### config.mk
export PLATFORM = sky130hd
export DESIGN_NAME = uart_tx_stream
export DESIGN_NICKNAME = d
export VERILOG_FILES = /design/src/rtl/uart_pkg.sv /design/src/rtl/uart_baud_gen.sv /design/src/rtl/uart_tx_stream.sv
export SDC_FILE = /design/constraint.sdc
export NUM_CORES = 1
export LEC_CHECK = 0
export BUFFER_PORTS_ARGS = -buffer_cell sky130_fd_sc_hd__buf_4
export CORE_ASPECT_RATIO = 0.5
export CORE_MARGIN = 8
export CORE_UTILIZATION = 30
export CTS_CLUSTER_SIZE = 30
export DETAILED_ROUTE_END_ITERATION = 8
export PLACE_DENSITY = 0.55
export SLEW_MARGIN = 40
export SYNTH_ARGS = -nofsm -noshare
export SYNTH_HDL_FRONTEND = slang
export SYNTH_SLANG_ARGS = --single-unit
export TNS_END_PERCENT = 5
### constraint.sdc
create_clock -name clk -period 3.9 [get_ports clk]
set_input_delay 0.195 -clock clk [delete_from_list [all_inputs] [get_ports clk]]
set_output_delay 0.195 -clock clk [all_outputs]
set_load 0.02 [all_outputs]
### src/rtl/uart_pkg.sv
// Shared definitions for the UART transmit path: parity encodings, the
// transmitter state enum and counter widths.
package uart_pkg;

    // cfg_parity encodings; 2'd3 also means no parity
    localparam logic [1:0] PAR_NONE = 2'd0;
    localparam logic [1:0] PAR_ODD  = 2'd1;
    localparam logic [1:0] PAR_EVEN = 2'd2;

    // Bit index covers up to 9 data bits; gap index covers up to 15 bit-times
    localparam int unsigned BIT_CNT_W = 4;
    localparam int unsigned GAP_CNT_W = 4;

    typedef enum logic [2:0] {
        ST_IDLE   = 3'd0,
        ST_READ   = 3'd1,
        ST_LOAD   = 3'd2,
        ST_START  = 3'd3,
        ST_DATA   = 3'd4,
        ST_PARITY = 3'd5,
        ST_STOP   = 3'd6,
        ST_GAP    = 3'd7
    } tx_state_e;

    // True when a parity bit is appended to the frame
    function automatic logic parity_on(input logic [1:0] par);
        return (par == PAR_ODD) || (par == PAR_EVEN);
    endfunction

endpackage

### src/rtl/uart_baud_gen.sv
// Baud tick generator: counts clocks per bit while enabled.
// Ports:
//   clk, rst  clock, synchronous active-high reset
//   en        count enable; the counter is held at 0 while low
//   div       clocks per bit; 0 and 1 are treated as 2
//   tick      high on the last clock of each bit period
module uart_baud_gen #(
    parameter int unsigned DIV_W = 16
) (
    input  logic             clk,
    input  logic             rst,
    input  logic             en,
    input  logic [DIV_W-1:0] div,
    output logic             tick
);

    logic [DIV_W-1:0] div_eff;
    logic [DIV_W-1:0] cnt_q;
    logic [DIV_W-1:0] cnt_d;

    // Clamp divisor, detect end of bit, wrap counter on tick
    always_comb begin
        div_eff = (div < DIV_W'(2)) ? DIV_W'(2) : div;
        tick    = en && (cnt_q == (div_eff - DIV_W'(1)));
        cnt_d   = (!en || tick) ? '0 : (cnt_q + DIV_W'(1));
    end

    always_ff @(posedge clk) begin
        if (rst) begin
            cnt_q <= '0;
        end else begin
            cnt_q <= cnt_d;
        end
    end

endmodule

### src/rtl/uart_tx_stream.sv
// UART transmitter draining a 1-cycle-latency byte FIFO onto rs_tx.
// Runtime divisor, parity and stop-bit count are latched per frame.
// Ports:
//   clk, rst      clock, synchronous active-high reset
//   baud_div      clocks per bit (0/1 treated as 2)
//   cfg_parity    0/3 none, 1 odd, 2 even
//   cfg_stop2     1 = two stop bits
//   fifo_empty    FIFO empty flag, looked at only in IDLE
//   fifo_rd_en    one-cycle pop strobe
//   fifo_rd_data  FIFO data, valid the cycle after fifo_rd_en
//   rs_tx         serial line, idle high
//   busy          high whenever the FSM is not IDLE
//   frame_done    one-cycle pulse at the end of the last stop bit
module uart_tx_stream
    import uart_pkg::*;
#(
    parameter int unsigned DATA_W   = 8,
    parameter int unsigned DIV_W    = 16,
    parameter int unsigned GAP_BITS = 1
) (
    input  logic              clk,
    input  logic              rst,
    input  logic [DIV_W-1:0]  baud_div,
    input  logic [1:0]        cfg_parity,
    input  logic              cfg_stop2,
    input  logic              fifo_empty,
    output logic              fifo_rd_en,
    input  logic [DATA_W-1:0] fifo_rd_data,
    output logic              rs_tx,
    output logic              busy,
    output logic              frame_done
);

    tx_state_e             state_q, state_d;
    logic [DATA_W-1:0]     sh_q, sh_d;
    logic                  par_bit_q, par_bit_d;
    logic [1:0]            par_cfg_q, par_cfg_d;
    logic                  stop2_q, stop2_d;
    logic [DIV_W-1:0]      div_q, div_d;
    logic [BIT_CNT_W-1:0]  bit_idx_q, bit_idx_d;
    logic                  stop_idx_q, stop_idx_d;
    logic [GAP_CNT_W-1:0]  gap_idx_q, gap_idx_d;
    logic                  rs_tx_q, rs_tx_d;
    logic                  rd_en_q, rd_en_d;
    logic                  done_q, done_d;
    logic                  busy_q;

    logic                  baud_en_c, tick_c;
    logic                  last_bit_c, last_stop_c, last_gap_c, par_en_c;

    // Baud counter runs only across the serial bit states
    assign baud_en_c = state_q inside {ST_START, ST_DATA, ST_PARITY, ST_STOP, ST_GAP};

    // Raw divisor is shadowed; clamping happens inside the generator
    uart_baud_gen #(.DIV_W(DIV_W)) u_baud (
        .clk  (clk),
        .rst  (rst),
        .en   (baud_en_c),
        .div  (div_q),
        .tick (tick_c)
    );

    assign last_bit_c  = (bit_idx_q == BIT_CNT_W'(DATA_W - 1));
    assign last_stop_c = !stop2_q || stop_idx_q;
    assign last_gap_c  = (gap_idx_q == GAP_CNT_W'(GAP_BITS - 1));
    assign par_en_c    = parity_on(par_cfg_q);

    // State and output registers
    always_ff @(posedge clk) begin
        if (rst) begin
            state_q    <= ST_IDLE;
            sh_q       <= '0;
            par_bit_q  <= 1'b0;
            par_cfg_q  <= PAR_NONE;
            stop2_q    <= 1'b0;
            div_q      <= '0;
            bit_idx_q  <= '0;
            stop_idx_q <= 1'b0;
            gap_idx_q  <= '0;
            rs_tx_q    <= 1'b1;
            rd_en_q    <= 1'b0;
            done_q     <= 1'b0;
            busy_q     <= 1'b0;
        end else begin
            state_q    <= state_d;
            sh_q       <= sh_d;
            par_bit_q  <= par_bit_d;
            par_cfg_q  <= par_cfg_d;
            stop2_q    <= stop2_d;
            div_q      <= div_d;
            bit_idx_q  <= bit_idx_d;
            stop_idx_q <= stop_idx_d;
            gap_idx_q  <= gap_idx_d;
            rs_tx_q    <= rs_tx_d;
            rd_en_q    <= rd_en_d;
            done_q     <= done_d;
            busy_q     <= (state_d != ST_IDLE);
        end
    end

    // Next-state logic
    always_comb begin
        state_d = state_q;
        case (state_q)
            ST_IDLE:   if (!fifo_empty) state_d = ST_READ;
            ST_READ:   state_d = ST_LOAD;
            ST_LOAD:   state_d = ST_START;
            ST_START:  if (tick_c) state_d = ST_DATA;
            ST_DATA:   if (tick_c && last_bit_c) state_d = par_en_c ? ST_PARITY : ST_STOP;
            ST_PARITY: if (tick_c) state_d = ST_STOP;
            ST_STOP:   if (tick_c && last_stop_c) state_d = (GAP_BITS != 0) ? ST_GAP : ST_IDLE;
            ST_GAP:    if (tick_c && last_gap_c) state_d = ST_IDLE;
            default:   state_d = ST_IDLE;
        endcase
    end

    // Next values of the line, strobes and per-frame shadow registers
    always_comb begin
        sh_d       = sh_q;
        par_bit_d  = par_bit_q;
        par_cfg_d  = par_cfg_q;
        stop2_d    = stop2_q;
        div_d      = div_q;
        bit_idx_d  = bit_idx_q;
        stop_idx_d = stop_idx_q;
        gap_idx_d  = gap_idx_q;
        rs_tx_d    = rs_tx_q;
        rd_en_d    = 1'b0;
        done_d     = 1'b0;
        case (state_q)
            ST_IDLE: begin
                rs_tx_d = 1'b1;
                if (!fifo_empty) rd_en_d = 1'b1;
            end
            ST_LOAD: begin
                sh_d       = fifo_rd_data;
                par_bit_d  = (cfg_parity == PAR_ODD) ? ~^fifo_rd_data : ^fifo_rd_data;
                par_cfg_d  = cfg_parity;
                stop2_d    = cfg_stop2;
                div_d      = baud_div;
                bit_idx_d  = '0;
                stop_idx_d = 1'b0;
                gap_idx_d  = '0;
                rs_tx_d    = 1'b0;
            end
            ST_START: begin
                if (tick_c) rs_tx_d = sh_q[0];
            end
            ST_DATA: begin
                // sh_q[0] is the bit currently on the line
                if (tick_c) begin
                    if (last_bit_c) begin
                        rs_tx_d = par_en_c ? par_bit_q : 1'b1;
                    end else begin
                        rs_tx_d   = sh_q[1];
                        sh_d      = sh_q >> 1;
                        bit_idx_d = bit_idx_q + BIT_CNT_W'(1);
                    end
                end
            end
            ST_PARITY: begin
                if (tick_c) rs_tx_d = 1'b1;
            end
            ST_STOP: begin
                if (tick_c) begin
                    if (last_stop_c) done_d = 1'b1;
                    else             stop_idx_d = 1'b1;
                end
            end
            ST_GAP: begin
                if (tick_c) gap_idx_d = gap_idx_q + GAP_CNT_W'(1);
            end
            default: ;
        endcase
    end

    assign rs_tx      = rs_tx_q;
    assign fifo_rd_en = rd_en_q;
    assign frame_done = done_q;
    assign busy       = busy_q;

endmodule
* Word-level counts from Yosys, hierarchy flattened
Cells that the tools add are included.
** Storage, ports and cells
- Register bits after elaboration :: 60
- Input bits :: 30
- Output and inout port bits :: 4
- Logic and storage cells :: 96
** Operators by class
- Add/sub/neg operators :: 4
- Magnitude comparators :: 1
- Eq/ne operators :: 19
- Muxes and demuxes :: 29
- Bitwise gates (word level) :: 3
- Reduce and logical (&&, ||, !) cells :: 26
** Operators with widths (number)
- one-hot mux 3 bit (8 select lines) :: 1
- two-way mux 3 bit :: 6
- adder 16 x 1 -> 16 bit (second input constant) :: 1
- equality test 16 bit :: 1
- < comparator 16 x 2 -> 1 bit (second input constant) :: 1
- two-way mux 16 bit :: 1
- two-way mux 8 bit :: 2
- one-hot mux 4 bit (2 select lines) :: 2
- one-hot mux 8 bit (2 select lines) :: 1
- subtractor 16 x 1 -> 16 bit (second input constant) :: 1
- != test 2 bit (second input constant) :: 7
- equality test 3 bit (second input constant) :: 4
- two-way mux 4 bit :: 3
- two-way mux 1 bit :: 10
- nonzero test 5 bit :: 2
- adder 4 x 1 -> 4 bit (second input constant) :: 2
- XNOR reduction 8 bit :: 1
- XOR reduction 8 bit :: 1
- equality test 3 x 2 -> 1 bit (second input constant) :: 2
- AND reduction 3 bit :: 2
- nonzero test 2 bit :: 3
- one-hot mux 1 bit (5 select lines) :: 1
- equality test 2 x 1 -> 1 bit (second input constant) :: 2
- equality test 4 x 3 -> 1 bit (second input constant) :: 1
- 15 further kinds :: 24

* Logic depth before layout (Yosys ltp)
Gate-level depths: netlist of run 1.
- Depth in word-level cells :: 9
- Depth in mapped cells :: 16
- Depth with buffers taken out :: 13

* Cells and area by module
Synthesis of run 1 repeated with hierarchy kept, for this count alone.
** Unflattened totals
- Cells, all modules :: 427
- Area total of the unflattened synthesis :: 3403.3 sq um
** Modules (own cells, without submodules)
- uart_tx_stream :: times used 1, cells each 245, area each 1980.6 sq um, seq. area each 880.8 sq um
- uart_baud_gen :: times used 1, cells each 182, area each 1422.6 sq um, seq. area each 320.3 sq um

* Worst setup path before layout of run 1
No wires, ideal clock.
- Path kind :: reg2reg
- Start point :: register div_q[2]
- End point :: register busy_q (netlist: busy)
- Library setup time :: 0.122 ns
- Arrival time :: 3.493 ns
- Data required time :: 3.778 ns
- Setup slack :: 0.285 ns
- Cell stages (with the launch flop) :: 15
- Path buffers :: 1
- Clock period less this slack :: 3.615 ns
- Cells stage by stage :: dfxtp_1 -> buf_6 -> nor4_1 -> nand2_1 -> or3_4 -> nand2_1 -> ha_1 -> nor3b_2 -> or3b_4 -> xnor2_1 -> nand2_1 -> nand4_2 -> nor3_4 -> mux2_2 -> a311o_1
** Between the ends
- Cells in the longest elaborated chain, start to end :: 9
- Elaborated cells between the ends (all ways) :: 15
- Those cells by class :: add/sub (1); order compare (1); eq/ne (1); mux (7); reduce/logical (5)
** RTL lines
- start: declaration :: RTL line uart_tx_stream.sv:39 : logic [DIV_W-1:0] div_q, div_d;
- start signal: assignment :: RTL line uart_tx_stream.sv:90 : div_q <= div_d;
- < comparator 16 x 2 -> 1 bit :: RTL line uart_baud_gen.sv:23 : div_eff = (div < DIV_W'(2)) ? DIV_W'(2) : div;
- two-way mux 16 bit (*) :: RTL line uart_baud_gen.sv:23
- subtractor 16 x 1 -> 16 bit (*) :: RTL line uart_baud_gen.sv:24 : tick = en && (cnt_q == (div_eff - DIV_W'(1)));
- equality test 16 bit (*) :: RTL line uart_baud_gen.sv:24
- logical AND 1 bit (*) :: RTL line uart_baud_gen.sv:24
- logical AND 1 bit (on tied branches) :: RTL line uart_tx_stream.sv:112, uart_tx_stream.sv:109, uart_tx_stream.sv:111
- two-way mux 3 bit (on tied branches) :: RTL line uart_tx_stream.sv:112, uart_tx_stream.sv:109, uart_tx_stream.sv:111
- one-hot mux 3 bit (8 select lines) (*) :: RTL line uart_tx_stream.sv:104 : case (state_q)
- nonzero test 3 bit (*) :: RTL line uart_tx_stream.sv:97 : busy_q <= (state_d != ST_IDLE);
- end signal: assignment :: RTL line uart_tx_stream.sv:97
- end: declaration :: RTL line uart_tx_stream.sv:46 : logic busy_q;
Every way passes the cells marked *; elsewhere a longest branch is shown, timed or not.
A chain may end at the register's enable or synchronous reset.

* Final worst setup path of run 1
- Start point :: register div_q[12]
- End point :: register busy_q (netlist: busy)
Same word-level chain as after synthesis.

==> results of run 1 <==
[cell usage after synthesis (5+ instances only)]
cell type / n
xnor2_1: 23
dfxtp_1: 60
nor2_1: 26
nor2b_1: 6
and3_1: 16
ha_1: 5
a221oi_1: 6
inv_1: 9
nand3_1: 19
clkbuf_1: 17
o21ai_0: 7
nor2_4: 9
nor3_1: 21
xor2_1: 17
nand2_1: 63
a21oi_1: 32
[flip-flops by register name, summed over array words and instances (netlist names)]
register / cells
bit_idx_q: 4
busy: 1
div_q: 16
fifo_rd_en: 1
frame_done: 1
gap_idx_q: 4
par_bit_q: 1
par_cfg_q: 2
rs_tx: 1
sh_q: 8
state_q: 3
stop2_q: 1
stop_idx_q: 1
u_baud.cnt_q: 16
[timing repair]
item	CTS	global route
endpoints found under the setup margin	0	15
hold buffers	0	0
setup buffers	0	1
gates resized for setup	0	5
[cell usage in the layout, fill, tap and decap left out, types with 16 or more instances in the layout]
cell and instances:
nor2_1 26, nand2_1 63, xnor2_1 23, a21oi_1 32, buf_4 46, nand3_1 19
xor2_1 17, dfxtp_1 60, nor3_1 20, and3_1 16
[power by group through the flow]
| stage | combinational [mW] | sequential (mW) | clock (mW) |
|---|---|---|---|
| 2_1_floorplan | 0.271 | 0.670 | 0 |
| 3_3_place_gp | 0.366 | 0.672 | 0 |
| 3_5_place_dp | 0.369 | 0.672 | 0 |
| 4_1_cts | 0.371 | 0.660 | 0.766 |
| 5_1_grt | 0.420 | 0.665 | 0.798 |
| 6_report | 0.383 | 0.662 | 0.748 |
[worst max-delay path by stage]
stage / startpoint / to / slack, ns / cells past startpoint
3_3_place_gp: div_q[15]$_SDFFE_PP0P_ / busy$_SDFF_PP0_ / 0.20 / 14
3_5_place_dp: div_q[15]$_SDFFE_PP0P_ / rs_tx$_SDFFE_PP1P_ / 0.03 / 14
6_report: div_q[12]$_SDFFE_PP0P_ / busy$_SDFF_PP0_ / 0.21 / 13
2_1_floorplan: div_q[2]$_SDFFE_PP0P_ / busy$_SDFF_PP0_ / 0.29 / 14
5_1_grt: div_q[15]$_SDFFE_PP0P_ / rs_tx$_SDFFE_PP1P_ / 0.03 / 14
4_1_cts: div_q[15]$_SDFFE_PP0P_ / rs_tx$_SDFFE_PP1P_ / 0.007 / 14
[cell type report]
class                      count  area, um2
clock buffer                  11        233
timing repair buffer          48        377
tap                          145        181
sequential                    60       1200
clock inverter                 3       40.0
fill                        1182       6950
multi-input combinational    328       2130
inverter                       9       33.8
[critical path: stages (launching register included)]
cell and delay (ns):
dfxtp_1 0.35, nor3_2 0.31, nand2_1 0.12, or3_4 0.42
nand2_1 0.08, ha_1 0.19, nor3b_4 0.22, or3b_4 0.44
xnor2_1 0.14, nand2_1 0.11, nand4_2 0.14, nor3_4 0.35
mux2_2 0.38, a311o_1 0.31
[per-layer routing]
metal  vias up  GRT usage  part of all wire
li1       1561          -                 -
met1      1390      0.144              0.50
met2        38      0.180              0.46
met3         7     0.0359             0.029
met4         0     0.0443             0.013
met5         -          0                 0
[kinds of logic (layout without fill, tap and decap cells)]
group           Yosys count  count (layout)  share of synthesized area
simple gates            196             196                      0.312
fa+ha+maj                 5               5                     0.0180
compound gates           83              83                      0.161
mux                       4               4                     0.0126
buf+inv                  34              71                     0.0500
xor+xnor                 40              40                      0.101
flops                    60              60                      0.345
==> key figures, run 1 <==
Hold path
  – Startpoint of the worst hold path: fifo_empty
  – Worst min path class: in -> reg
  – WHS Endpoint: fifo_rd_en$_SDFF_PP0_
  – WHS Path Cells: 2

Yosys
  – Post-synth EDFFs: 0
  – Distinct cells, synth: 69
  – Synthesized net count: 457
  – Post-synth top area cell: dfxtp_1
  – Synth Register Bits: 60
  – Ys async rst share: 0
  – Gate Count Post-Synth: 422
  – Post-synthesis area per instance: 8.24 um2
  – Synthesis Warnings: 0
  – Register area share after synthesis: 0.345
  – Area contributors post-synth: dfxtp_1 35%, nand2_1 6.8%, xnor2_1 5.8%, a21oi_1 4.6%, xor2_1 4.3%
  – Synth Flop Type: dfxtp_1
  – Mapped Area: 0.00348 mm2
  – Synth top area share: 0.345

Power and ir drop
  – Sequential share of power: 0.369
  – Clock share of power: 0.417
  – VDD IR max: 199 uV
  – Pleak: 1.59 nW
  – Total Power: 1.79 mW
  – PwrDens: 427 mW/mm2
  – Int Power: 1.31 mW
  – Logic pwr share: 0.214
  – Switching part of the total: 0.272
  – NetSw: 0.488 mW

Detailed routing
  – DR WL/cell: 14.4 um
  – DR DRC count: 0
  – WL final: 8.67 mm
  – Drt first-iter violations: 181
  – Vias/cell: 4.96
  – Via count: 2996
  – Antenna viol nets, final: 0
  – First drt pass iteration count: 4

Layout
  – Util after Layout: 0.376
  – Fin nets: 491
  – Final non-filler cell total: 604
  – Antenna Cells: 0
  – Layout cell share with drive strength beyond 1: 0.203
  – Post-Layout Inst Area: 0.00420 mm2
  – Synth-to-Final Area Change: 20.7%

Setup path
  – Crit end category: flip-flop
  – Reg2reg start: div_q[12]$_SDFFE_PP0P_
  – Worst path arrival time: 3.90 ns
  – Register-to-Register Path Depth: 13
  – Critical Path Fanout Max: 5
  – Startpoint types: flip-flop
  – Reg2reg setup slack: 0.21 ns
  – Crit path required time: 4.11 ns
  – Reg-to-Reg End: busy$_SDFF_PP0_
  – Crit Path Class: reg -> reg

Clock tree
  – CTS sink count: 60
  – Clock Latency Late Sink: 0.33 ns
  – TritonCTS buffer count: 9
  – Worst-path clk slew: 0.05 ns
  – Root Buffer Master: clkbuf_16
  – TritonCTS clock tree: built
  – Htree depth: 3
  – Clock Path Buffers: 2

Global route
  – Largest net degree at the start of global routing: 40
  – First-pass GRT wire length: 14.4 mm
  – Gr usage total: 0.114
  – Global route overflow: 0
  – Initial antenna violation count: 0
  – Vias in the first global route: 2925

Placement
  – Post-DP HPWL: 6.30 mm
  – Gpl congestion: 0.847
  – Placed instance count: 589
  – Placed cell areas: 0.00389 mm2
  – IO buf count: 33
  – Pre-CTS WS: 0.0262 ns

Floorplan
  – I/O Pins: 34
  – Starting density of the core: 0.312
  – Die ar.: 0.0155 mm2
  – Num rows: 27
  – Die H: 92.1 um
  – Core ar.: 0.0111 mm2
  – Die Wd: 168 um

Timing
  – Hold slack: 0.0589 ns
  – Max Slew Vio Count: 0
  – Actual slew at the worst max-slew pin: 0.795 ns
  – Relative slew margins: 0.469
  – Period utilization: 0.945
  – Clock period minus worst slack: 3.69 ns
  – RSZ-0062 raised after global routing: no
  – Final Worst Setup Slack: 0.214 ns
  – Worst Clk Skew: 0.00699 ns
  – Final setup violation count: 0
  – TNS Setup: 0 ns
  – Highest clock rate: 271 MHz
  – Final Hold Viols: 0

Run status
  – Status: completed

Job
  – Max Cap Violations: 0
Note: power is estimated with default switching activity, not from simulation.
==> run 2, diff against run 1 <==
Settings changed: ABC_AREA from default to 1, CTS_CLUSTER_SIZE 30 to 25.
==> key figures, run 2 <==
Run status
  – Status: completed

Timing
  – Worst Clk Skew: 0.00771 ns (+0.000723 ns)
  – Hold slack: 0.0767 ns (+0.0177 ns)
  – Relative slew margins: 0.595 (+0.126)
  – Max Slew Vio Count: 0 (unchanged)
  – Actual slew at the worst max-slew pin: 0.603 ns (-0.193 ns)
  – Period utilization: 0.859 (-0.0857)
  – Final Worst Setup Slack: 0.548 ns (+0.334 ns)
  – Final Hold Viols: 0 (unchanged)
  – Highest clock rate: 298 MHz (+10%)
  – Clock period minus worst slack: 3.35 ns (-0.334 ns)
  – RSZ-0062 raised after global routing: no
  – TNS Setup: 0 ns (unchanged)
  – Final setup violation count: 0 (unchanged)

Detailed routing
  – DR DRC count: 0 (unchanged)
  – Met2 wire length: 4.05 mm (+2.2%)
  – Vias/cell: 4.62 (-6.9%)
  – First drt pass iteration count: 4 (unchanged)
  – Antenna viol nets, final: 0 (unchanged)
  – Met1 WL: 4.61 mm (+6.1%)
  – WL final: 9.25 mm (+6.6%)
  – Drt first-iter violations: 259 (+43%)
  – Via count: 3446 (+15%)
  – Highest metal used: met4
  – Metal3 WL: 427 um (+67%)
  – DR WL/cell: 12.4 um (-14%)

Yosys
  – Synthesized net count: 577 (+26%)
  – Gate Count Post-Synth: 542 (+28%)
  – Post-synthesis area per instance: 6.66 um2 (-19%)
  – Area contributors post-synth: dfxtp_1 33%, nand2_1 12%, nor2_1 9.0%, inv_1 6.8%, nand3_1 5.3%
  – Distinct cells, synth: 39 (-43%)
  – Synth Flop Type: dfxtp_1
  – Synth top area share: 0.333 (-0.0127)
  – Synth Register Bits: 60 (unchanged)
  – Mapped Area: 0.00361 mm2 (+3.8%)
  – Ys async rst share: 0 (unchanged)
  – Commonest cells post-synth: 112 x nand2_1, 87 x nor2_1, 65 x inv_1
  – Cell with the most instances after synthesis: nand2_1
  – Post-synth top area cell: dfxtp_1
  – Post-synth EDFFs: 0 (unchanged)
  – Synthesis Warnings: 0 (unchanged)
  – Register area share after synthesis: 0.333 (-0.0127)

Hold path
  – Worst min path class: in -> reg
  – WHS Path Cells: 3 (+1)
  – WHS Endpoint: div_q[15]$_SDFFE_PP0P_
  – Startpoint of the worst hold path: baud_div[15]

Power and ir drop
  – Sequential share of power: 0.281 (-0.088)
  – Pleak: 1.86 nW (+17%)
  – PwrDens: 594 mW/mm2 (+39%)
  – Logic pwr share: 0.383 (+0.169)
  – Int Power: 1.60 mW (+23%)
  – VDD IR max: 242 uV (+21%)
  – Total Power: 2.58 mW (+44%)
  – NetSw: 0.980 mW (+100%)
  – Switching part of the total: 0.380 (+0.108)
  – Clock share of power: 0.336 (-0.081)

Floorplan
  – Die ar.: 0.0160 mm2 (+3.3%)
  – Core ar.: 0.0118 mm2 (+5.6%)
  – Die Wd: 171 um (+1.7%)
  – Num rows: 28 (+3.7%)
  – I/O Pins: 34 (unchanged)
  – Die H: 93.6 um (+1.6%)
  – Starting density of the core: 0.307 (-0.00524)

Clock tree
  – Worst-path clk slew: 0.06 ns (about the same)
  – TritonCTS buffer count: 9 (unchanged)
  – Clock Latency Late Sink: 0.34 ns (about the same)
  – CTS sink count: 60 (unchanged)
  – Htree depth: 3 (unchanged)
  – TritonCTS clock tree: built
  – CTS resizes: 0 (unchanged)
  – Clock Path Buffers: 2 (unchanged)
  – Cts hold-fix bufs: 0 (unchanged)
  – Root Buffer Master: clkbuf_16
  – # Post-CTS Setup Buffers: 0 (unchanged)

Setup path
  – Max stage delay on crit path: 0.38 ns (-0.06 ns)
  – Startpoint types: flip-flop
  – Reg2reg setup slack: 0.55 ns (+0.33 ns)
  – Register-to-Register Path Depth: 17 (+4)
  – Reg2reg start: div_q[13]$_SDFFE_PP0P_
  – Crit end category: flip-flop
  – CP Cell Sequence: nor2_1 -> nand2_1 -> nor2_2 -> nand2_4 -> nand2_1 -> ha_1 -> nand2_2 -> nor2_1 -> nand2_1 -> xnor2_1 -> a21boi_0 -> nand2_1 -> nor2_2 -> nand2_4 -> a21boi_4 -> o21ai_0 -> a31oi_1
  – Reg-to-Reg End: sh_q[2]$_SDFFE_PP0P_
  – Crit path from: div_q[13]$_SDFFE_PP0P_
  – Slowest-stage cell, CP: a21boi_4
  – Critical Path Fanout Max: 15 (+10)
  – Crit Path Class: reg -> reg
  – CP top delay family: simple AND/OR/NAND/NOR gates
  – Worst path arrival time: 3.62 ns (-0.28 ns)
  – Worst Path Buf+Inv: 0 (unchanged)
  – Crit path required time: 4.16 ns (+0.05 ns)
  – CP most frequent cell: nand2_1

Layout
  – Largest regs: div_q: 16 flops, u_baud.cnt_q: 16 flops, sh_q: 8 flops
  – Final non-filler cell total: 746 (+24%)
  – Antenna Cells: 0 (unchanged)
  – Layout cell share with drive strength beyond 1: 0.131 (-0.0718)
  – Synth-to-Final Area Change: 20.4%
  – Most common cell after layout, fill and taps aside: nand2_1
  – Most frequent cells in the layout: 112 x nand2_1, 87 x nor2_1, 64 x inv_1, 60 x dfxtp_1, 38 x nand3_1
  – Fin nets: 611 (+24%)

Job
  – Max Cap Violations: 0 (unchanged)

Global route
  – Initial antenna violation count: 0 (unchanged)
  – Largest net degree at the start of global routing: 36 (-10%)
  – Vias in the first global route: 3288 (+12%)
  – Gr usage total: 0.121 (+0.00739)
  – First-pass GRT wire length: 15.6 mm (+8.5%)
  – Global route overflow: 0 (unchanged)

Placement
  – Pre-CTS WS: 0.549 ns (+0.523 ns)
  – Placed instance count: 730 (+24%)
  – Gpl congestion: 0.897 (+5.9%)
  – Post-DP HPWL: 7.02 mm (+12%)
  – IO buf count: 33 (unchanged)
[run 2: cell count changes after synthesis, moves of 8 or more]
cell,previous run,this run
nor2_1,26,87
clkbuf_1,17,8
inv_1,9,65
nor2_4,9,1
and3_1,16,0
nand4_1,2,13
nor3_1,21,6
nand3_1,19,38
o21ai_0,7,34
nand2_1,63,112
[run 2: through the flow]
stage | util | instance area (um2)
2_1_floorplan | - | 3610
3_3_place_gp | 0.342 | 4020
3_5_place_dp | 0.342 | 4020
4_1_cts | 0.369 | 4350
5_1_grt | 0.369 | 4350
6_report | 0.369 | 4350
[run 2: logic make-up (layout without fill, tap and decap cells)]
group	Yosys count	after routing	share of synthesized area
buffers and inverters	79	118	0.0870
and+or+nand+nor	293	293	0.373
xor gates and xnor gates	29	29	0.0704
AOI/OAI and AO/OA	76	76	0.119
DFF	60	60	0.333
adders and majority gates	5	5	0.0173
[run 2: cell type report]
class | count | area, um2
fill | 1277 | 7420
tap | 165 | 206
timing repair buffer | 36 | 270
inverter | 66 | 248
clock inverter | 5 | 83.8
sequential | 60 | 1200
clock buffer | 11 | 243
multi-input combinational | 403 | 2090
[run 2: layer usage]
metal  GRT usage  vias up
met5           0        -
met4      0.0467        0
met3      0.0336       15
met2       0.196       68
met1       0.152     1547
li1            -     1816
[run 2: how the worst max path moves through the flow]
stage | cells past startpoint | slack [ns] | to
6_report | 17 | 0.55 | sh_q[2]$_SDFFE_PP0P_
5_1_grt | 17 | 0.12 | sh_q[6]$_SDFFE_PP0P_
4_1_cts | 17 | 0.54 | sh_q[2]$_SDFFE_PP0P_
3_5_place_dp | 17 | 0.55 | sh_q[1]$_SDFFE_PP0P_
3_3_place_gp | 17 | 0.58 | sh_q[1]$_SDFFE_PP0P_
2_1_floorplan | 22 | 1.13 | bit_idx_q[2]$_SDFFE_PP0P_
[run 2: power groups by stage]
stage          combinational [mW]  sequential (mW)  clock (mW)
6_report                    0.989            0.725       0.867
5_1_grt                      1.12            0.733       0.917
4_1_cts                     0.987            0.724       0.884
3_5_place_dp                0.980            0.737           0
3_3_place_gp                0.977            0.738           0
2_1_floorplan               0.774            0.731           0
[run 2: worst register-to-register path, delay by kind of cell (launching register included)]
family / cells / cell delay, ns
AND/OR/NAND/NOR: 11 / 1.55
AO/OA/AOI/OAI: 4 / 0.96
flip-flops: 1 / 0.34
adder cells (fa/ha/maj): 1 / 0.22
XOR/XNOR: 1 / 0.21
==> run 3, diff against run 2 <==
Settings changed: PLACE_DENSITY 0.55 to 0.54.
==> key figures, run 3 (same netlist as run 2, synthesis figures left out) <==
Setup path
  – Register-to-Register Path Depth: 16 (-1)
  – Reg2reg start: div_q[9]$_SDFFE_PP0P_
  – Critical Path Fanout Max: 16 (+1)
  – Worst path arrival time: 3.52 ns (-0.10 ns)
  – Startpoint types: flip-flop
  – Crit path required time: 4.08 ns (-0.08 ns)
  – Crit Path Class: reg -> reg
  – Reg-to-Reg End: u_baud.cnt_q[3]$_SDFF_PP0_
  – Reg2reg setup slack: 0.57 ns (+0.02 ns)
  – Crit end category: flip-flop

Floorplan
  – Starting density of the core: 0.307 (unchanged)
  – Die H: 93.6 um (unchanged)
  – I/O Pins: 34 (unchanged)
  – Die Wd: 171 um (unchanged)
  – Core ar.: 0.0118 mm2 (unchanged)
  – Num rows: 28 (unchanged)
  – Die ar.: 0.0160 mm2 (unchanged)

Layout
  – Layout cell share with drive strength beyond 1: 0.129 (-0.00150)
  – Most common cell after layout, fill and taps aside: nand2_1
  – Fin nets: 611 (unchanged)
  – Antenna Cells: 0 (unchanged)
  – Synth-to-Final Area Change: 20.8%
  – Most frequent cells in the layout: 112 x nand2_1, 87 x nor2_1, 65 x inv_1, 60 x dfxtp_1, 38 x nand3_1
  – Largest regs: div_q: 16 flops, u_baud.cnt_q: 16 flops, sh_q: 8 flops

Detailed routing
  – Drt first-iter violations: 230 (-11%)
  – Vias/cell: 4.57 (-1.2%)
  – Antenna viol nets, final: 0 (unchanged)
  – Via count: 3401 (-1.3%)
  – First drt pass iteration count: 4 (unchanged)
  – DR WL/cell: 12.2 um (-1.2%)
  – DR DRC count: 0 (unchanged)
  – WL final: 9.12 mm (-1.3%)

Power and ir drop
  – Total Power: 2.62 mW (+1.4%)
  – Pleak: 1.88 nW (+0.95%)
  – PwrDens: 601 mW/mm2 (+1.2%)
  – VDD IR max: 220 uV (-9.2%)

Timing
  – Clock period minus worst slack: 3.33 ns (-0.0180 ns)
  – RSZ-0062 raised after global routing: no
  – Relative slew margins: 0.534 (-0.0611)
  – Max Slew Vio Count: 0 (unchanged)
  – Period utilization: 0.855 (-0.00461)
  – Final setup violation count: 0 (unchanged)
  – TNS Setup: 0 ns (unchanged)
  – Worst Clk Skew: 0.00777 ns (+0.0000586 ns)
  – Actual slew at the worst max-slew pin: 0.697 ns (+0.0943 ns)
  – Highest clock rate: 300 MHz (+0.54%)
  – Final Hold Viols: 0 (unchanged)

Job
  – Max Cap Violations: 0 (unchanged)

Placement
  – IO buf count: 33 (unchanged)
  – Post-DP HPWL: 7.11 mm (+1.2%)
  – Gpl congestion: 0.858 (-4.3%)

Clock tree
  – Clock Path Buffers: 2 (unchanged)
  – Cts hold-fix bufs: 0 (unchanged)
  – Worst-path clk slew: 0.05 ns (about the same)
  – CTS resizes: 0 (unchanged)
  – Htree depth: 3 (unchanged)
  – CTS sink count: 60 (unchanged)
  – Root Buffer Master: clkbuf_16
  – # Post-CTS Setup Buffers: 0 (unchanged)
  – TritonCTS buffer count: 9 (unchanged)
  – TritonCTS clock tree: built
  – Clock Latency Late Sink: 0.33 ns (about the same)

Hold path
  – WHS Endpoint: div_q[13]$_SDFFE_PP0P_
  – WHS Path Cells: 3 (unchanged)
  – Startpoint of the worst hold path: baud_div[13]
  – Worst min path class: in -> reg

Global route
  – Vias in the first global route: 3316 (+0.85%)
  – First-pass GRT wire length: 15.5 mm (-0.88%)
  – Global route overflow: 0 (unchanged)
  – Gr usage total: 0.121 (-0.000168)
  – Largest net degree at the start of global routing: 36 (unchanged)
  – Initial antenna violation count: 0 (unchanged)

Run status
  – Status: completed
run 3: cell count changes in the layout (fill, tap and decap cells not counted), sizes merged:
cell	change
clkinvlp	-2
bufinv	+1
clkbuf	-1
clkinv	+2
inv	-1
run 3: report_power, final:
part / internal (mW) / leakage (nW) / switching (mW) / total [mW]
Clock: 0.635 / 0.168 / 0.273 / 0.907
Sequential: 0.673 / 0.488 / 0.0528 / 0.726
Combinational: 0.351 / 1.22 / 0.634 / 0.985
Total: 1.66 / 1.88 / 0.959 / 2.62
run 3: layer usage:
layer	track usage	share of wire	up-vias
met1	0.151	0.51	1519
met4	0.0460	0.016	0
met3	0.0340	0.033	8
li1	-	-	1819
met2	0.197	0.44	55
met5	0	0	-
run 3: worst max-delay path by stage:
| stage | start | slack [ns] | end | cells past startpoint |
|---|---|---|---|---|
| 2_1_floorplan | div_q[2]$_SDFFE_PP0P_ | 1.13 | bit_idx_q[2]$_SDFFE_PP0P_ | 22 |
| 3_3_place_gp | div_q[8]$_SDFFE_PP0P_ | 0.70 | u_baud.cnt_q[2]$_SDFF_PP0_ | 16 |
| 3_5_place_dp | div_q[8]$_SDFFE_PP0P_ | 0.58 | u_baud.cnt_q[9]$_SDFF_PP0_ | 16 |
| 4_1_cts | div_q[9]$_SDFFE_PP0P_ | 0.54 | u_baud.cnt_q[10]$_SDFF_PP0_ | 16 |
| 5_1_grt | div_q[8]$_SDFFE_PP0P_ | 0.10 | sh_q[6]$_SDFFE_PP0P_ | 17 |
| 6_report | div_q[9]$_SDFFE_PP0P_ | 0.57 | u_baud.cnt_q[3]$_SDFF_PP0_ | 16 |
run 3: layout make-up:
class / count / area, um2
clock inverter: 5 / 100
fill: 1291 / 7410
timing repair buffer: 36 / 270
clock buffer: 10 / 239
tap: 165 / 206
multi-input combinational: 403 / 2090
sequential: 60 / 1200
inverter: 66 / 248
run 3: through the flow:
step / util / hold slack [ns] / instances / instance area (um2) / setup WS (ns)
after floorplan: - / 0.330 / 542 / 3610 / 1.13
after global placement: 0.342 / 0.418 / 730 / 4020 / 0.703
after detailed placement: 0.342 / 0.427 / 730 / 4020 / 0.578
after CTS: 0.370 / 0.0788 / 745 / 4360 / 0.535
after global routing: 0.370 / 0.0856 / 745 / 4360 / 0.101
final: 0.370 / 0.0900 / 745 / 4360 / 0.566
run 3: worst max-delay path, stage by stage, from the launching register on:
cell      delay, ns
dfxtp_1        0.35
nor2_1         0.16
nand2_1        0.12
nor2_2         0.18
nand2_4        0.15
nand2_1        0.12
ha_1           0.23
nand2_2        0.10
nor2_1         0.19
nand2_1        0.11
xnor2_1        0.19
a21boi_0       0.28
nand2_1        0.11
nor2_2         0.16
nand2_4        0.10
nand3_1        0.51
nor3b_1        0.10
